<file path="src/rtl/camera_capture.sv">
// OV7670-style capture: packs RGB444 byte pairs into RGB332 frame-buffer writes
// and reports a per-frame red/blue colour-majority result.
module camera_capture #(
  parameter int          WIDTH      = 176,
  parameter int          HEIGHT     = 144,
  parameter logic [3:0]  COLOR_MIN  = 4'd8,
  parameter logic [14:0] PIX_THRESH = 15'd4000
) (
  input  logic        CLK,
  input  logic        RESET_N,
  input  logic        VSYNC,
  input  logic        HREF,
  input  logic [7:0]  DATA,
  output logic        W_EN,
  output logic [14:0] WRITE_ADDRESS,
  output logic [7:0]  PIXEL_DATA,
  output logic        FRAME_DONE,
  output logic [14:0] RED_COUNT,
  output logic [14:0] BLUE_COUNT,
  output logic [1:0]  COLOR_RESULT
);

  localparam logic [1:0] WAIT_VS  = 2'd0;
  localparam logic [1:0] WAIT_END = 2'd1;
  localparam logic [1:0] ACTIVE   = 2'd2;

  localparam logic [7:0]  W8    = 8'(WIDTH);
  localparam logic [7:0]  H8    = 8'(HEIGHT);
  localparam logic [7:0]  H8M1  = 8'(HEIGHT - 1);
  localparam logic [14:0] W15   = 15'(WIDTH);
  localparam logic [14:0] CNT_MAX = 15'h7fff;

  logic [1:0]  state;
  logic [7:0]  x, y;
  logic [14:0] row_base;
  logic        phase, href_prev, line_seen;
  logic [3:0]  r_nib;
  logic [14:0] red_cnt, blue_cnt;

  logic [3:0] g_nib, b_nib;
  logic       is_red, is_blue, in_frame;
  logic [1:0] result;

  assign g_nib    = DATA[7:4];
  assign b_nib    = DATA[3:0];
  assign is_red   = (r_nib > g_nib) && (r_nib > b_nib) && (r_nib >= COLOR_MIN);
  assign is_blue  = (b_nib > r_nib) && (b_nib > g_nib) && (b_nib >= COLOR_MIN);
  assign in_frame = (x < W8) && (y < H8);

  always_comb begin
    result = 2'b00;
    if (red_cnt >= PIX_THRESH && red_cnt > blue_cnt)        result = 2'b01;
    else if (blue_cnt >= PIX_THRESH && blue_cnt > red_cnt)  result = 2'b10;
  end

  always_ff @(posedge CLK) begin
    if (!RESET_N) begin
      state         <= WAIT_VS;
      x             <= '0;
      y             <= '0;
      row_base      <= '0;
      phase         <= 1'b0;
      href_prev     <= 1'b0;
      line_seen     <= 1'b0;
      r_nib         <= '0;
      red_cnt       <= '0;
      blue_cnt      <= '0;
      W_EN          <= 1'b0;
      WRITE_ADDRESS <= '0;
      PIXEL_DATA    <= '0;
      FRAME_DONE    <= 1'b0;
      RED_COUNT     <= '0;
      BLUE_COUNT    <= '0;
      COLOR_RESULT  <= '0;
    end else begin
      W_EN       <= 1'b0;
      FRAME_DONE <= 1'b0;
      href_prev  <= HREF;
      case (state)
        WAIT_VS:  if (VSYNC)  state <= WAIT_END;
        WAIT_END: if (!VSYNC) state <= ACTIVE;
        ACTIVE: begin
          if (VSYNC) begin
            // frame end wins over any byte sampled in the same cycle
            FRAME_DONE   <= 1'b1;
            RED_COUNT    <= red_cnt;
            BLUE_COUNT   <= blue_cnt;
            COLOR_RESULT <= result;
            red_cnt      <= '0;
            blue_cnt     <= '0;
            x            <= '0;
            y            <= '0;
            row_base     <= '0;
            phase        <= 1'b0;
            line_seen    <= 1'b0;
            state        <= WAIT_END;
          end else if (HREF) begin
            line_seen <= 1'b1;
            phase     <= ~phase;
            if (!phase) begin
              r_nib <= DATA[3:0];
            end else begin
              if (in_frame) begin
                W_EN          <= 1'b1;
                WRITE_ADDRESS <= row_base + {7'd0, x};
                PIXEL_DATA    <= {r_nib[3:1], g_nib[3:1], b_nib[3:2]};
                if (is_red && red_cnt != CNT_MAX)   red_cnt  <= red_cnt + 15'd1;
                if (is_blue && blue_cnt != CNT_MAX) blue_cnt <= blue_cnt + 15'd1;
              end
              if (x < W8) x <= x + 8'd1;
            end
          end else if (href_prev) begin
            // line end: a trailing odd byte is simply dropped with the phase reset
            x         <= '0;
            phase     <= 1'b0;
            line_seen <= 1'b0;
            if (line_seen) begin
              if (y < H8)   y        <= y + 8'd1;
              if (y < H8M1) row_base <= row_base + W15;
            end
          end
        end
        default: state <= WAIT_VS;
      endcase
    end
  end

endmodule

</file>
<file path="config.mk">
export PLATFORM = sky130hd
export DESIGN_NAME = camera_capture
export DESIGN_NICKNAME = d
export VERILOG_FILES = /design/src/rtl/camera_capture.sv
export SDC_FILE = /design/constraint.sdc
export NUM_CORES = 1
export LEC_CHECK = 0
export ABC_AREA = 1
export BUFFER_PORTS_ARGS = -buffer_cell sky130_fd_sc_hd__clkbuf_2
export CORE_MARGIN = 3
export CORE_UTILIZATION = 35
export DETAILED_ROUTE_END_ITERATION = 16
export PLACE_DENSITY_LB_ADDON = 0.2
export SLEW_MARGIN = 20
export SYNTH_ARGS = -nofsm -noshare
export SYNTH_HDL_FRONTEND = slang
export SYNTH_SLANG_ARGS = --single-unit
</file>
<file path="constraint.sdc">
create_clock -name CLK -period 3.3 [get_ports CLK]
set_clock_uncertainty 0.05 [all_clocks]
set_input_delay 0.33 -clock CLK [delete_from_list [all_inputs] [get_ports CLK]]
set_output_delay 0.33 -clock CLK [all_outputs]
set_load 0.1 [all_outputs]
</file>
# After elaboration in Yosys (flattened, before gate mapping)
# Index checks and enable logic that the tools add are counted.
[word_totals]
register_bits = 127
latchBits = 0
ram_bits = 0
rom_bits = 0
inputBits = 12
out_inout_bits = 57
elab_cells = 120
memories = 0
[op_classes]
addsub = 6
n_mul = 0
div = 0
order_cmp = 13
eq_ne = 9
shift = 0
mux = 37
n_bitwise = 5
n_reduce_logical = 33
[ops]
columns = ["op", "n"]
rows = [
  ["2-to-1 mux 15 bit", 15],
  ["2-to-1 mux 8 bit", 10],
  ["adder 15 x 1 -> 15 bit (second input constant)", 2],
  [">= comparator 15 x 12 -> 1 bit (second input constant)", 2],
  ["greater-than comparator 15 bit", 2],
  ["inequality test 15 bit (second input constant)", 2],
  ["AND reduction 5 bit", 5],
  ["< comparator 8 bit (second input constant)", 3],
  ["nonzero test 2 bit", 9],
  ["adder 8 x 1 -> 8 bit (second input constant)", 2],
  ["greater-than comparator 4 bit", 4],
  ["adder 15 x 8 -> 15 bit", 1],
  ["adder 15 x 8 -> 15 bit (second input constant)", 1],
  ["logical AND 1 bit", 9],
  [">= comparator 4 bit (second input constant)", 2],
  ["2-to-1 mux 2 bit", 4],
  ["AND reduction 2 bit", 4],
  ["AND reduction 4 bit", 2],
  ["2-to-1 mux 1 bit", 7],
  ["inequality test 3 x 2 -> 1 bit (second input constant)", 2],
  ["inverter 1 bit", 5],
  ["OR reduction 5 bit", 1],
  ["inequality test 2 bit (second input constant)", 2],
  ["case mux 2 bit (2 select lines)", 1],
  ["6 further kinds", 6],
]

# Logic depth before layout (Yosys ltp)
# Gate-level depths: netlist (run 1).
[depth]
depth_word = 9
depth_mapped = 15
mapped_depth_nobuf = 15

# Worst setup path after synthesis (run 1)
# OpenSTA, ideal clock, no wires.
[synth_timing]
kind = "reg2reg"
from = "register row_base[5]"
to = "register WRITE_ADDRESS[13]"
setup_ps = 109
arrival_ps = 1549
t_required_ps = 3141
slack_ps = 1592
path_stages_with_launch = 10
path_buffers = 0
path_cell_list = "dfxtp_1 -> ha_1 -> a21o_1 -> nand3_1 -> a21oi_1 -> nand2_1 -> nand2_1 -> nand3_1 -> nand2_1 -> inv_1"
[synth_via]
elab_chain_cells = 1
[synth_lines]
columns = ["element", "line", "source"]
rows = [
  ["start, declared", "35", "logic [14:0] row_base;"],
  ["start signal, assigned", "119", "if (y < H8M1) row_base <= row_base + W15;"],
  ["adder 15 x 8 -> 15 bit", "105", "WRITE_ADDRESS <= row_base + {7'd0, x};"],
  ["end signal, assigned", "105", ""],
  ["end, declared", "15", "output logic [14:0] WRITE_ADDRESS,"],
]
# No other way between the ends.
# A chain may end at the register's enable or synchronous reset.

# Final worst setup path (run 1)
[layout_timing]
from = "register y[4]"
to = "register blue_cnt[2]"
[layout_via]
elab_chain_cells = 4
[layout_lines]
columns = ["element", "line", "source"]
rows = [
  ["start, declared", "34", "logic [7:0] x, y;"],
  ["start signal, assigned", "118", "if (y < H8) y <= y + 8'd1;"],
  ["< comparator 8 bit", "48", "assign in_frame = (x < W8) && (y < H8);"],
  ["logical AND 1 bit", "48", ""],
  ["nonzero test 2 bit (no source line)", "-", ""],
  ["AND reduction 5 bit (no source line)", "-", ""],
  ["end signal, assigned", "108", "if (is_blue && blue_cnt != CNT_MAX) blue_cnt <= blue_cnt + 15'd1;"],
  ["end, declared", "38", "logic [14:0] red_cnt, blue_cnt;"],
]
# No other way between the ends.

==> impl_metrics.yaml, run 1 <==
global_routing:
  grt_overflow_total: 0
  grt_pass1_wl_mm: 28.8
  antenna_found_initial: 0
  grtUsageTotal_pct: 17.6
  grt_max_degree: 39
  first_global_vias: 5686
routing:
  drtPass1Iterations: 5
  wirelength_mm: 17.1
  drtAntennaViolNets: 0
  viasPerCell: 4.98
  vias: 6013
  drt-wirelength-per-cell_um: 14.2
  drt_iter0_drc: 337
  drc: 0
logic_synthesis:
  synth_top_cell_by_area: "dfxtp_1"
  async_flop_share_pct: 0
  synth_area_leaders: "dfxtp_1 38%, nand2_1 11%, ha_1 7.3%"
  synthFlopType: "dfxtp_1"
  mappedNetlistArea_mm2: 0.00649
  ys_seq_area_share_pct: 37.9
  synth_cell_types: 45
  syn_area_per_cell_um2: 7.22
  synth_edf_count: 0
  synth_seq_cells: 123
  yosysWarnings: 0
  yosys.area.top_type_share_pct: 37.9
  syn-num-nets: 950
  synthCells: 900
cts:
  clk_pin_slew_ps: 60
  holdBufCountCts: 0
  cts.htree.levels: 4
  clock_sinks: 123
  cts_tree: "yes"
  post-cts-setup-buffers: 0
  post_cts_resized: 0
  clkLatencyLatePin_ps: 430
  cts_root_buf: "clkbuf_16"
  cts_made_buffers: 17
  clk_path_buf_depth: 2
timing:
  rsz0062_at_grt: "false"
  fin_ws_ps: 1060
  slew_headroom_pct: 50.1
  fmax_mhz: 446
  setup_viol: 0
  maxSlewViolCount: 0
  finalCritPeriodShare_pct: 67.9
  tightest_slew_ps: 748
  period_needed_ps: 2240
  hold_viol_final: 0
  tns_ps: 0
worst_setup_path:
  max_stage_delay_ps: 590
  crit_path_max_fanout: 24
  timing.critical_path.mode_cell: "nand2_2"
  critical_path_class: "reg -> reg"
  path_delay_family: "compound AO/OA/AOI/OAI gates"
  start_kind: "flip-flop"
  critPathBufInv: 1
  worstPathArrival_ps: 2480
  setup.worst_path.end_class: "flip-flop"
  slowest_stage: "o21ai_2"
  cp_data_required_time_ps: 3540
  crit_chain: "nor2_2 -> nand2_2 -> nand2_2 -> nand2_2 -> o21ai_2 -> buf_4 -> nand2_4 -> nand2_1 -> a21oi_1"
place:
  port_buffers: 68
  pre_cts_slack_ps: 1060
  dp_hpwl_mm: 12.2
  gp_congestion: 0.853
cells_and_area:
  drive_gt1_share_pct: 16.6
  nFillCells: 1877
  antennaDiodeCount: 0
  num-nets-final: 1015
  regArea_mm2: 0.00246
  multi_input_area_mm2: 0.00344
  syn2layout_area_growth_pct: 16.8
die:
  die_y_um: 142
  io_pins: 69
  core_area_mm2: 0.0181
  start_util_pct: 35.9
  die_x_um: 142
  dieArea_mm2: 0.0202
  fp-row-count: 49
run:
  maxCapViolations: 0
power_and_ir_drop:
  ir_worst_vdd_mv: 0.337
  p_leak_nw: 3.10
  power_density_mw_per_mm2: 481
run_status:
  status: "finished, final reports clean"
worst_hold_path:
  hold_path.class: "in -> reg"
[power by group]
part | total [mW] | switching [mW] | internal (mW) | leakage (nW)
sequential | 1.50 | 0.00675 | 1.49 | 0.991
combinational | 0.158 | 0.115 | 0.0438 | 1.82
clock | 1.99 | 0.730 | 1.26 | 0.295
[worst paths after layout]
path,cells after the start,to,from,slack (ps)
setup / recovery,9,blue_cnt[2],y[4],1060
hold / removal,3,r_nib[0],DATA[0],140
setup reg to reg,9,blue_cnt[2],y[4],1060
hold reg to reg,2,BLUE_COUNT[8],BLUE_COUNT[8],400
[worst reg2reg max path: cells and delay by family, from the launching register on]
family	cells	cell delay [ps]
simple gates	6	620
compound gates	2	650
buf+inv	1	430
flops	1	370
[stage by stage]
step / util (%) / std cells / power (mW) / hold slack [ps] / cell area [um^2]
2_1_floorplan: - / 900 / 1.64 / 373 / 6490
3_3_place_gp: 38.5 / 1175 / 1.69 / 389 / 6960
3_5_place_dp: 38.5 / 1175 / 1.69 / 392 / 6960
4_1_cts: 41.9 / 1207 / 3.67 / 131 / 7580
5_1_grt: 41.9 / 1207 / 3.77 / 153 / 7580
6_report: 41.9 / 1207 / 3.65 / 140 / 7580
[cells by family (layout without fill, tap and decap cells)]
group	count (synthesis)	in the layout	synth area share (%)
XOR/XNOR	9	9	1.21
flip-flops	123	123	37.9
buffers and inverters	128	206	9.07
AO/OA/AOI/OAI	191	191	16.1
AND/OR/NAND/NOR	411	411	28.4
adder cells (fa/ha/maj)	38	38	7.32
[cell usage in the layout (no fill, tap or decap), drive strengths merged]
| master | n |
|---|---|
| a22o | 1 |
| a21o | 1 |
| inv | 97 |
| xor2 | 7 |
| nor2 | 81 |
| ha | 38 |
| buf | 7 |
| bufinv | 4 |
| clkinvlp | 4 |
| o211ai | 1 |
| clkbuf | 85 |
| nand4 | 14 |
| nor3b | 3 |
| nor3 | 26 |
| o21a | 3 |
| a211oi | 4 |
| or2 | 3 |
| dfxtp | 123 |
| o21ai | 83 |
| nand3 | 69 |
| nand2 | 213 |
| clkinv | 9 |
| and3 | 1 |
| xnor2 | 2 |
| a31oi | 3 |
| nand3b | 1 |
| a21oi | 93 |
| o211a | 2 |
[routing by layer]
layer | GRT usage [%] | part of all wire, % | up-vias
met1 | 24.0 | 49 | 2761
li1 | - | - | 3110
met4 | 5.66 | 1.7 | 0
met2 | 27.7 | 45 | 115
met5 | 0 | 0 | -
met3 | 4.03 | 3.6 | 27
[state kept, by name (all words and copies together), names as in the netlist, 8 cells and up]
signal         flops
blue_cnt          15
y                  8
PIXEL_DATA         8
BLUE_COUNT        15
row_base          11
WRITE_ADDRESS     15
RED_COUNT         15
x                  8
red_cnt           15
[final cells by class]
| class | instances | share of cell area [%] |
|---|---|---|
| inverter | 99 | 4.93 |
| multi-input combinational | 649 | 45.4 |
| sequential | 123 | 32.5 |
| clock inverter | 15 | 2.64 |
| tap | 229 | 3.78 |
| timing repair buffer | 75 | 5.18 |
| clock buffer | 17 | 5.61 |
[synth_stat cells (all sizes together) (3+ instances only)]
master and n:
ha 38, nand3 69, a211oi 4, a31oi 3, a21oi 93, nor3b 3
inv 97, buf 18, o21ai 83, nand4 14, nor3 26, dfxtp 123
clkbuf 11, o21a 3, nand2 213, or2 3, nor2 81, xor2 7
No activity file was read; power rests on OpenSTA's default activity.
==> inputs of run 2 (changes only) <==
--- a/config.mk
+++ b/config.mk
@@ -5,7 +5,7 @@
 export SDC_FILE = /design/constraint.sdc
 export NUM_CORES = 1
 export LEC_CHECK = 0
-export ABC_AREA = 1
+export ABC_AREA = 0
 export BUFFER_PORTS_ARGS = -buffer_cell sky130_fd_sc_hd__clkbuf_2
 export CORE_MARGIN = 3
 export CORE_UTILIZATION = 35
==> constraint.sdc (replaced) <==
create_clock -name CLK -period 2.1 [get_ports CLK]
set_clock_uncertainty 0.05 [all_clocks]
set_input_delay 0.21 -clock CLK [delete_from_list [all_inputs] [get_ports CLK]]
set_output_delay 0.21 -clock CLK [all_outputs]
set_load 0.1 [all_outputs]
==> run 2 against run 1 <==
Effect of this change: flip-flop and latch count unchanged; worst hold slack worse by 120 ps; critical path depth fell by 2; synthesized area fell by 9.2%; combinational power increased by 72%; sequential power up 57%; cell count shrank 13%; register-to-register slack got worse by 980 ps; non-clock buffer count grew 79; fmax is 11% higher; critical path type unchanged.
==> impl_metrics.yaml, run 2 <==
timing:
  hold_viol_final: 0
  fmax_mhz: 495
  period_needed_ps: 2020
  setup_viol: 0
  fin_ws_ps: 78.8
  rsz0062_at_grt: "true"
  slew_headroom_pct: 56.4
  maxSlewViolCount: 0
  tightest_slew_ps: 653
  finalCritPeriodShare_pct: 96.2
cells_and_area:
  num-nets-final: 870
  final_common_cell: "dfxtp_1"
  final_cell_mix: "120 x dfxtp_1, 79 x buf_4, 71 x nand2_1"
  syn2layout_area_growth_pct: 32.3
  drive_gt1_share_pct: 25.8
  multi_input_area_mm2: 0.00327
  antennaDiodeCount: 0
  nFillCells: 1565
  design_area_mm2: 0.00780
  regArea_mm2: 0.00247
power_and_ir_drop:
  p_leak_nw: 3.15
  power_switching_share_pct: 21.5
  seq_power_share_pct: 40.9
  ir_worst_vdd_mv: 0.634
  p_int_mw: 4.52
  switchingPower_mw: 1.24
  power_frac_clock_pct: 54.4
  p_comb_share_pct: 4.7
  power_density_mw_per_mm2: 738
logic_synthesis:
  mappedNetlistArea_mm2: 0.00590
  syn_area_per_cell_um2: 8.69
  synth_cell_types: 55
  synth_edf_count: 0
  synth_most_common_cell: "dfxtp_1"
  synth_commonest_cells: "123 x dfxtp_1, 73 x nand2_1, 61 x a21oi_1, 43 x nor2_1, 40 x inv_1"
  yosysWarnings: 0
  yosys.area.top_type_share_pct: 41.7
  syn-num-nets: 729
  async_flop_share_pct: 0
  synth_area_leaders: "dfxtp_1 42%, ha_1 8.1%, a21oi_1 5.2%"
  synth_top_cell_by_area: "dfxtp_1"
  synthCells: 679
  synth_seq_cells: 123
  ys_seq_area_share_pct: 41.7
  synthFlopType: "dfxtp_1"
cts:
  clock_sinks: 123
  cts_made_buffers: 17
  clk_pin_slew_ps: 60
  clk_path_buf_depth: 2
  cts_root_buf: "clkbuf_16"
  clkLatencyLatePin_ps: 420
  cts.htree.levels: 4
  cts_tree: "yes"
global_routing:
  antenna_found_initial: 0
  use_met3_pct: 4.03
  grtUsageTotal_pct: 18.4
  busiest_layer: "met2"
  use_met1_pct: 22.7
  grt_pass1_wl_mm: 26.9
  grtUsageMet2_pct: 31.3
  grt_max_degree: 45
  grt_overflow_total: 0
  first_global_vias: 5427
worst_setup_path:
  critPathBufInv: 0
  max_stage_delay_ps: 430
  path_depth: 7
  critical_path_class: "reg -> reg"
  start_kind: "flip-flop"
  rrSetupSlack_ps: 80
  reg2reg_to: "blue_cnt[12]"
  crit_chain: "ha_2 -> nand2_1 -> or3_4 -> a311oi_4 -> nand3_1 -> or4_4 -> a21oi_2"
  reg2reg_from: "blue_cnt[1]"
  slowest_stage: "or4_4"
  cp_data_required_time_ps: 2410
  reg2reg_depth: 7
  path_delay_family: "simple AND/OR/NAND/NOR gates"
  crit_path_max_fanout: 2
  setup.worst_path.end_class: "flip-flop"
  worstPathArrival_ps: 2330
routing:
  drc: 0
  drtPass1Iterations: 5
  drtAntennaViolNets: 0
  drt-wirelength-per-cell_um: 15.6
  drt_iter0_drc: 407
  wirelength_mm: 16.4
  vias: 5585
  viasPerCell: 5.32
worst_hold_path:
  min_path_cells: 3
  hold_path_end: "r_nib[1]"
  hold_start: "DATA[1]"
  hold_path.class: "in -> reg"
place:
  port_buffers: 68
  place_area_mm2: 0.00697
  dp_hpwl_mm: 12.0
  gp_congestion: 0.906
  pre_cts_slack_ps: -69.4
run:
  maxCapViolations: 0
run_status:
  status: "finished, final reports clean"
die:
  start_util_pct: 36.5
  core_area_mm2: 0.0162
  die_y_um: 136
  die_x_um: 136
  dieArea_mm2: 0.0185
  io_pins: 69
  fp-row-count: 46
==> run 2: cell types whose count changed in the layout (fill, tap and decap cells not counted), moves of 11 or more <==
cell,change
a21oi_1,-25
a22o_1,+30
buf_4,+72
inv_1,-50
nand2_1,-124
nand2_2,-13
nand3_1,-42
nor2_1,-33
o21ai_0,-41
o31ai_1,+11
==> run 2: kinds of logic after synthesis <==
logic type | after synthesis | synth area share (%)
buffers and inverters | 73 | 4.75
adder cells (fa/ha/maj) | 38 | 8.06
AND/OR/NAND/NOR | 216 | 17.9
flip-flops | 123 | 41.7
AO/OA/AOI/OAI | 205 | 24.0
XOR/XNOR | 24 | 3.56
==> run 2: through the flow <==
stage	hold WS, ps	TNS (ps)	util, %	total power [mW]	cells
after CTS	7.75	0	47.5	5.81	1046
final	22.3	0	48.3	5.76	1049
after detailed placement	395	-455	43.1	2.66	1007
after global routing	23.8	-7.11	48.3	5.95	1049
after global placement	391	-19.6	43.1	2.65	1007
after floorplan	296	0	-	2.55	679
==> run 2: worst max path at each step <==
stage,start,to,slack [ps]
2_1_floorplan,blue_cnt[1],blue_cnt[12],6
3_3_place_gp,r_nib[3],red_cnt[11],-10
3_5_place_dp,r_nib[3],red_cnt[11],-70
4_1_cts,blue_cnt[1],blue_cnt[12],3
5_1_grt,y[4],WRITE_ADDRESS[5],-6
6_report,blue_cnt[1],blue_cnt[12],80
==> run 2: timing repair <==
action	in CTS	in global routing
gates cloned	1	0
buffers inserted	2	3
gates resized for setup	4	39
hold endpoints to repair	4	0
hold buffers	4	0
pin swaps	1	6
setup endpoints to repair	13	30
==> run 2: power by group through the flow <==
stage,logic (mW),registers [mW],clock network (mW)
2_1_floorplan,0.138,2.41,0
6_report,0.272,2.36,3.13
3_5_place_dp,0.252,2.41,0
3_3_place_gp,0.246,2.40,0
4_1_cts,0.260,2.35,3.19
5_1_grt,0.299,2.36,3.30
==> run 2: per-layer routing <==
metal  part of all wire [%]  wire length, um
met2                     48             7910
met1                     45             7290
met3                    4.9              797
met4                    2.3              373
met5                      0                0
==> run 2: worst reg2reg max path, delay by kind of cell, from the launching register on <==
kind,cells,cell delay [ps]
compound gates,2,370
flops,1,330
simple gates,4,1030
fa+ha+maj,1,180
==> run 2: cell type report <==
| class | count | area share (%) |
|---|---|---|
| multi-input cells | 483 | 41.9 |
| inverters | 41 | 1.97 |
| well taps | 216 | 3.46 |
| flip-flops and latches | 123 | 31.6 |
| clock inverters | 11 | 2.13 |
| repair buffers | 154 | 12.9 |
| clock buffers | 21 | 6.03 |
